## src/rtl/cpu_ctrl_pkg.sv

```systemverilog
// Shared encodings for the CPE-CPU control path: opcodes, imm_gen type codes,
// sequencer states, next-PC and writeback source codes.
package cpu_ctrl_pkg;

  localparam logic [6:0] OPC_LUI    = 7'b0110111;
  localparam logic [6:0] OPC_AUIPC  = 7'b0010111;
  localparam logic [6:0] OPC_JAL    = 7'b1101111;
  localparam logic [6:0] OPC_JALR   = 7'b1100111;
  localparam logic [6:0] OPC_BRANCH = 7'b1100011;
  localparam logic [6:0] OPC_LOAD   = 7'b0000011;
  localparam logic [6:0] OPC_STORE  = 7'b0100011;
  localparam logic [6:0] OPC_OP_IMM = 7'b0010011;
  localparam logic [6:0] OPC_OP     = 7'b0110011;

  localparam logic [2:0] IMM_NONE = 3'd0;
  localparam logic [2:0] IMM_J    = 3'd1;
  localparam logic [2:0] IMM_U    = 3'd2;
  localparam logic [2:0] IMM_S    = 3'd3;
  localparam logic [2:0] IMM_B    = 3'd4;
  localparam logic [2:0] IMM_I    = 3'd5;

  localparam logic [1:0] PC_PLUS4 = 2'b00;
  localparam logic [1:0] PC_ALU   = 2'b01;
  localparam logic [1:0] PC_BR    = 2'b10;

  localparam logic [1:0] WB_ALU = 2'b00;
  localparam logic [1:0] WB_MEM = 2'b01;
  localparam logic [1:0] WB_PC4 = 2'b10;

  typedef enum logic [2:0] {
    ST_RST_WAIT = 3'd0,
    ST_FETCH    = 3'd1,
    ST_DECODE   = 3'd2,
    ST_EXEC     = 3'd3,
    ST_MEM      = 3'd4,
    ST_WB       = 3'd5
`ifdef CPU_ILLEGAL_TRAP_EN
    , ST_TRAP   = 3'd6
`endif
  } state_e;

  typedef enum logic [2:0] {
    CLS_ALU, CLS_JUMP, CLS_BRANCH, CLS_LOAD, CLS_STORE, CLS_ILL
  } cls_e;

  typedef struct packed {
    logic [2:0] imm_type;
    logic       alu_a_sel;
    logic       alu_b_sel;
    logic [1:0] wb_sel;
    cls_e       cls;
    logic       illegal;
  } dec_t;

endpackage

```

## src/rtl/cpu_ctrl_fsm_decode.sv

```systemverilog
// Combinational opcode decoder: imm type, operand selects, writeback source,
// instruction class and illegal flag.
module ctrl_decode
  import cpu_ctrl_pkg::*;
(
  input  logic [6:0] opcode_i,
  output dec_t       dec_o
);

  always_comb begin
    dec_o.imm_type  = IMM_NONE;
    dec_o.alu_a_sel = 1'b0;
    dec_o.alu_b_sel = 1'b1;
    dec_o.wb_sel    = WB_ALU;
    dec_o.cls       = CLS_ALU;
    dec_o.illegal   = 1'b0;
    // Every legal opcode ends in 2'b11, so the low-bit check falls out of the match.
    case (opcode_i)
      OPC_LUI:    dec_o.imm_type = IMM_U;
      OPC_AUIPC: begin
        dec_o.imm_type  = IMM_U;
        dec_o.alu_a_sel = 1'b1;
      end
      OPC_JAL: begin
        dec_o.imm_type  = IMM_J;
        dec_o.alu_a_sel = 1'b1;
        dec_o.wb_sel    = WB_PC4;
        dec_o.cls       = CLS_JUMP;
      end
      OPC_JALR: begin
        dec_o.imm_type = IMM_I;
        dec_o.wb_sel   = WB_PC4;
        dec_o.cls      = CLS_JUMP;
      end
      OPC_BRANCH: begin
        dec_o.imm_type  = IMM_B;
        dec_o.alu_b_sel = 1'b0;
        dec_o.cls       = CLS_BRANCH;
      end
      OPC_LOAD: begin
        dec_o.imm_type = IMM_I;
        dec_o.wb_sel   = WB_MEM;
        dec_o.cls      = CLS_LOAD;
      end
      OPC_STORE: begin
        dec_o.imm_type = IMM_S;
        dec_o.cls      = CLS_STORE;
      end
      OPC_OP_IMM: dec_o.imm_type = IMM_I;
      OPC_OP:     dec_o.alu_b_sel = 1'b0;
      default: begin
        dec_o.alu_b_sel = 1'b0;
        dec_o.cls       = CLS_ILL;
        dec_o.illegal   = 1'b1;
      end
    endcase
  end

endmodule

```

## src/rtl/cpu_ctrl_fsm.sv

```systemverilog
// Multi-cycle fetch/decode/exec/mem/wb sequencer for the CPE-CPU core.
// CPU_ILLEGAL_TRAP_EN: illegal opcodes lock the core in TRAP instead of running as NOP.
module cpu_ctrl_fsm
  import cpu_ctrl_pkg::*;
#(
  parameter int RESET_DELAY = 4
) (
  input  logic        clk_i,
  input  logic        rst_n_i,
  input  logic [31:0] instr_w_i,
  input  logic        branch_taken_w_i,
  input  logic        mem_ack_w_i,
  output logic        mem_req_w_o,
  output logic        mem_we_w_o,
  output logic        mem_sel_w_o,
  output logic        ir_we_w_o,
  output logic        pc_we_w_o,
  output logic [1:0]  pc_sel_w_o,
  output logic [2:0]  imm_type_w_o,
  output logic        alu_a_sel_w_o,
  output logic        alu_b_sel_w_o,
  output logic        rf_we_w_o,
  output logic [1:0]  wb_sel_w_o,
`ifdef CPU_ILLEGAL_TRAP_EN
  output logic        illegal_w_o,
`endif
  output logic [2:0]  state_w_o
);

  localparam int CW = (RESET_DELAY > 1) ? $clog2(RESET_DELAY) : 1;
  localparam logic [CW-1:0] CNT_LAST = CW'(RESET_DELAY - 1);

  state_e        state_q;
  logic [CW-1:0] cnt_q;
  logic          mem_req_q, mem_sel_q, mem_we_q;
  logic [2:0]    imm_type_q;
  logic          alu_a_q, alu_b_q;
  logic [1:0]    wb_sel_q;
  cls_e          cls_q;
  dec_t          dec;
  logic          unused_instr;
`ifdef CPU_ILLEGAL_TRAP_EN
  logic          ill_q;
`endif

  ctrl_decode u_dec (
    .opcode_i (instr_w_i[6:0]),
    .dec_o    (dec)
  );

  assign unused_instr = ^instr_w_i[31:12];

  always_ff @(posedge clk_i or negedge rst_n_i) begin
    if (!rst_n_i) begin
      state_q    <= ST_RST_WAIT;
      cnt_q      <= '0;
      mem_req_q  <= 1'b0;
      mem_sel_q  <= 1'b0;
      mem_we_q   <= 1'b0;
      imm_type_q <= IMM_NONE;
      alu_a_q    <= 1'b0;
      alu_b_q    <= 1'b0;
      wb_sel_q   <= WB_ALU;
      cls_q      <= CLS_ALU;
`ifdef CPU_ILLEGAL_TRAP_EN
      ill_q      <= 1'b0;
`endif
    end else begin
      case (state_q)
        ST_RST_WAIT: begin
          if (cnt_q == CNT_LAST) begin
            state_q   <= ST_FETCH;
            mem_req_q <= 1'b1;
          end else begin
            cnt_q <= cnt_q + 1'b1;
          end
        end
        ST_FETCH: begin
          if (mem_ack_w_i) begin
            state_q   <= ST_DECODE;
            mem_req_q <= 1'b0;
          end
        end
        ST_DECODE: begin
          imm_type_q <= dec.imm_type;
          alu_a_q    <= dec.alu_a_sel;
          alu_b_q    <= dec.alu_b_sel;
          wb_sel_q   <= dec.wb_sel;
          cls_q      <= dec.cls;
          if (dec.illegal) begin
`ifdef CPU_ILLEGAL_TRAP_EN
            state_q <= ST_TRAP;
            ill_q   <= 1'b1;
`else
            state_q <= ST_WB;
`endif
          end else begin
            state_q <= ST_EXEC;
          end
        end
        ST_EXEC: begin
          case (cls_q)
            CLS_BRANCH: begin
              state_q   <= ST_FETCH;
              mem_req_q <= 1'b1;
            end
            CLS_LOAD, CLS_STORE: begin
              state_q   <= ST_MEM;
              mem_req_q <= 1'b1;
              mem_sel_q <= 1'b1;
              mem_we_q  <= (cls_q == CLS_STORE);
            end
            default: state_q <= ST_WB;
          endcase
        end
        ST_MEM: begin
          if (mem_ack_w_i) begin
            mem_sel_q <= 1'b0;
            mem_we_q  <= 1'b0;
            // A completed store retires here; the request stays up for the next fetch.
            if (cls_q == CLS_STORE) begin
              state_q <= ST_FETCH;
            end else begin
              state_q   <= ST_WB;
              mem_req_q <= 1'b0;
            end
          end
        end
        ST_WB: begin
          state_q   <= ST_FETCH;
          mem_req_q <= 1'b1;
        end
        default: ;
      endcase
    end
  end

  // Enables react to ack/taken within their cycle, so they decode from state here.
  assign ir_we_w_o = (state_q == ST_FETCH) && mem_ack_w_i;
  assign pc_we_w_o = (state_q == ST_WB)
                  || ((state_q == ST_EXEC) && (cls_q == CLS_BRANCH))
                  || ((state_q == ST_MEM) && (cls_q == CLS_STORE) && mem_ack_w_i);
  assign rf_we_w_o = (state_q == ST_WB) && (cls_q != CLS_ILL) && (instr_w_i[11:7] != 5'd0);

  always_comb begin
    pc_sel_w_o = PC_PLUS4;
    if ((state_q == ST_EXEC) && (cls_q == CLS_BRANCH) && branch_taken_w_i)
      pc_sel_w_o = PC_BR;
    else if ((state_q == ST_WB) && (cls_q == CLS_JUMP))
      pc_sel_w_o = PC_ALU;
  end

  assign mem_req_w_o   = mem_req_q;
  assign mem_sel_w_o   = mem_sel_q;
  assign mem_we_w_o    = mem_we_q;
  assign imm_type_w_o  = imm_type_q;
  assign alu_a_sel_w_o = alu_a_q;
  assign alu_b_sel_w_o = alu_b_q;
  assign wb_sel_w_o    = wb_sel_q;
  assign state_w_o     = state_q;
`ifdef CPU_ILLEGAL_TRAP_EN
  assign illegal_w_o   = ill_q;
`endif

endmodule

```

## config.mk

```make
export PLATFORM = sky130hd
export DESIGN_NAME = cpu_ctrl_fsm
export DESIGN_NICKNAME = d
export VERILOG_FILES = /design/src/rtl/cpu_ctrl_pkg.sv /design/src/rtl/cpu_ctrl_fsm_decode.sv /design/src/rtl/cpu_ctrl_fsm.sv
export SDC_FILE = /design/constraint.sdc
export NUM_CORES = 1
export LEC_CHECK = 0
export CAP_MARGIN = 20
export CORE_UTILIZATION = 42
export CTS_BUF_LIST = sky130_fd_sc_hd__clkbuf_8 sky130_fd_sc_hd__clkbuf_16
export DETAILED_ROUTE_END_ITERATION = 10
export GPL_TIMING_DRIVEN = 0
export PLACE_DENSITY = 0.85
export SLEW_MARGIN = 10
export SYNTH_ARGS = -nofsm -noshare
export SYNTH_HDL_FRONTEND = slang
export SYNTH_HIERARCHICAL = 1
export SYNTH_SLANG_ARGS = --single-unit
```

## constraint.sdc

```tcl
create_clock -name clk_i -period 1.66 [get_ports clk_i]
set_clock_uncertainty 0.05 [all_clocks]
set_input_delay 0.332 -clock clk_i [delete_from_list [all_inputs] [get_ports clk_i]]
set_output_delay 0.332 -clock clk_i [all_outputs]
set_load 0.05 [all_outputs]
```

==> impl_metrics.py <==
metrics = {
    "min_path": {
        "min-delay-start": "cnt_q[0]",
        "hold_path_class": "flip-flop to flip-flop",
    },
    "pwr": {
        "p_per_area_nw_per_um2": 1642,
        "seqPwrFrac_pct": 23.4,
        "peakVddDrop_v": 0.0006037,
        "p_sw_share_pct": 46.16,
        "power.clock.fraction_pct": 10.2,
        "intPower_mw": 1.715,
        "pwr-share-comb_pct": 66.4,
        "power_switching_mw": 1.470,
        "leakagePower_nw": 0.8941,
    },
    "drt": {
        "route.vias.total": 1229,
        "drtIter0Drc": 37,
        "dr.pass1.iters": 9,
        "vias_per_cell": 5.743,
        "wl_per_cell_um": 15.35,
        "drt_wl_total_um": 3285,
        "drcViolationCount": 5,
        "drtAntennaViolNets": 0,
    },
    "final_layout": {
        "final_net_count": 221,
        "layout_common_cells": "dlygate4sd2_1, buf_4, dfrtp_1",
        "drive_gt1_share_pct": 38.80,
        "finish.instance_area_sq_um": 1939,
        "antennaDiodeCount": 0,
        "area_delta_synth_final_pct": 52.56,
    },
    "timing": {
        "drv_slew": 0,
        "setup_ws_ns": -0.1703,
        "finalHoldViolCount": 0,
        "post-route-period-util_pct": 110.3,
        "max_freq_mhz": 546.4,
        "setup_viol": 15,
        "rsz0062_at_grt": "true",
        "max_slew.worst_pin.slew_ns": 0.7953,
        "final.min_clock_period_ns": 1.830,
        "relSlewSlack_pct": 46.81,
    },
    "clock_tree": {
        "cts_tree": "yes",
        "clockBufferDepth": 2,
        "root_buffer": "clkbuf_8",
        "numCtsBuffers": 3,
        "path_clk_slew_ns": 0.07,
        "h-tree-depth": 1,
        "clk_latency_ns": 0.26,
        "cts_hold_buf": 0,
        "clock_sinks": 18,
    },
    "critical_path": {
        "slowest_stage": "dfrtp_2",
        "critPathRequiredTime_ns": 1.28,
        "critPathTopFamily": "simple AND/OR/NAND/NOR gates",
        "critPathMaxStageDelay_ns": 0.42,
        "crit_buf_inv": 2,
        "start_kind": "flip-flop",
        "reg2reg_from": "state_w_o[2]",
        "worstSetupStartpoint": "state_w_o[2]",
        "crit_fanout": 6,
        "arrival_ns": 1.45,
        "crit_type": "flip-flop to output pin",
        "critical_path.cell_chain": "buf_6, and2b_4, nand2_4, nor4b_4, buf_6",
        "crit_top_cell": "buf_6",
        "cp-end-kind": "output pin",
    },
    "yosys": {
        "synth_top_area_share_pct": 35.43,
        "synth_area_leaders": "dfrtp_1, mux2_4, buf_6, a21oi_1, nor2_1",
        "synth_top_cell_by_area": "dfrtp_1",
        "syn_avg_cell_area_sq_um": 9.931,
        "syn_area_sq_um": 1271,
        "ys_warn_count": 6,
        "synthesis.nets": 165,
        "synth-seq-cells": 18,
        "synth_edf_count": 0,
        "syn_inst": 128,
        "ys_types": 49,
        "synth-seq-area-share_pct": 35.43,
        "synth_ff_type": "dfrtp_1",
        "synthArstFlopShare_pct": 100.0,
    },
    "run_status": {
        "status": "finished, violations left",
        "violations": "DRC, setup timing",
    },
    "floorplanning": {
        "start_util_pct": 45.32,
        "ioPinCount": 54,
        "dieArea_sq_um": 3251,
        "die_h_um": 57.02,
        "core_area_sq_um": 2805,
        "die_w_um": 57.02,
        "rows": 19,
    },
    "placed_design": {
        "port_buffers": 32,
        "dpl-instance-area_sq_um": 1685,
        "pre_cts_slack_ns": -0.9512,
        "place_hpwl_um": 2071,
        "place.gp.congestion": 0.9287,
    },
    "grt": {
        "grt_max_degree": 19,
        "antenna_found_initial": 0,
        "overflow": 0,
        "grt_pass1_vias": 1150,
        "gr-usage-all-layers_pct": 20.63,
        "grt_pass1_wl_um": 5147,
    },
    "job": {
        "cap_viol_max_count": 0,
    },
}
-- layer usage --
layer | routed length (um) | up-vias | track usage (%) | share of wire (%)
met5 | 0 | - | 0 | 0
met3 | 162 | 11 | 2.948 | 4.9
li1 | - | 575 | - | -
met4 | 108 | 0 | 11.15 | 3.3
met1 | 1324 | 599 | 24.39 | 40
met2 | 1689 | 44 | 36.13 | 51
-- metrics by stage --
stage / cells / hold slack, ns / TNS [ns] / utilization [%] / total power [mW]
finish: 214 / 0.4356 / -1.473 / 69.13 / 3.185
floorplan: 128 / -0.01359 / -0.7943 / - / 2.052
global placement: 191 / 0.4138 / -5.231 / 60.08 / 2.443
CTS: 211 / 0.4340 / -0.6796 / 67.22 / 3.053
detailed placement: 191 / 0.4194 / -5.671 / 60.08 / 2.497
global route: 214 / 0.4631 / -2.246 / 69.13 / 3.327
-- area by class of cell --
cell class,count,area (sq um)
Fill cell,204,865.8
Buffer,9,92.59
Tap cell,31,38.79
Multi-Input combinational cell,98,808.3
Clock buffer,3,41.29
Sequential cell,18,456.7
Inverter,3,16.27
Timing Repair Buffer,51,481.7
Clock inverter,1,3.754
-- what timing repair did --
item	in CTS	in global routing
setup endpoints to repair	20	18
endpoints found under the hold margin	0	0
resized for setup	66	13
buffers inserted	16	3
pin swaps	9	5
-- final timing paths --
path	slack (ns)	depth (start not counted)	end
min	0.44	1	cnt_q[0]
max reg2reg	-0.10	6	cls_q[2]
min in group asynchronous	0.48	1	mem_we_w_o
min reg2reg	0.44	1	cnt_q[0]
max	-0.17	5	pc_sel_w_o[0]
max in group asynchronous	0.53	1	state_w_o[1]
-- power by group through the flow --
| stage | Combinational [mW] | Clock [mW] | Sequential [mW] |
|---|---|---|---|
| after floorplan | 0.958 | 0 | 1.09 |
| after global placement | 1.67 | 0 | 0.771 |
| after detailed placement | 1.72 | 0 | 0.779 |
| after CTS | 1.99 | 0.319 | 0.744 |
| after global routing | 2.23 | 0.332 | 0.765 |
| final | 2.12 | 0.324 | 0.746 |
-- cells in the mapped netlist (2+ instances only) --
cell type	n
dfrtp_1	18
nor2_1	11
a21oi_1	9
mux2_4	8
nand2_1	7
buf_6	6
o21ai_0	5
nand2b_1	4
nor3_1	4
o21ai_1	3
a21o_1	2
a22oi_1	2
a311oi_1	2
a31oi_1	2
and2b_1	2
buf_2	2
inv_1	2
mux2_1	2
nand3_1	2
nor3b_1	2
nor3b_2	2
o21a_1	2
or3_1	2
xor2_1	2
-- worst reg2reg max path, delay by kind of cell (launching register included) --
kind | cells | cell delay (ns)
and+or+nand+nor | 1 | 0.23
buffers and inverters | 4 | 0.60
muxes | 1 | 0.31
DFF | 1 | 0.45
-- cell families (layout without fill, tap and decap cells) --
kind of cell	Yosys count	after routing	share of synthesized area (%)
fa+ha+maj	1	1	0.9841
flops	18	18	35.43
compound gates	34	34	17.52
xor+xnor	3	3	2.067
mux	10	10	11.22
simple gates	50	50	25.00
buf+inv	12	67	7.776
-- registers in the layout (all words and copies together), names as in the netlist, 2 cells and up --
name          count
cnt_q             2
cls_q             3
state_w_o         3
wb_sel_w_o        2
imm_type_w_o      3
No activity file was read; power rests on OpenSTA's default activity.
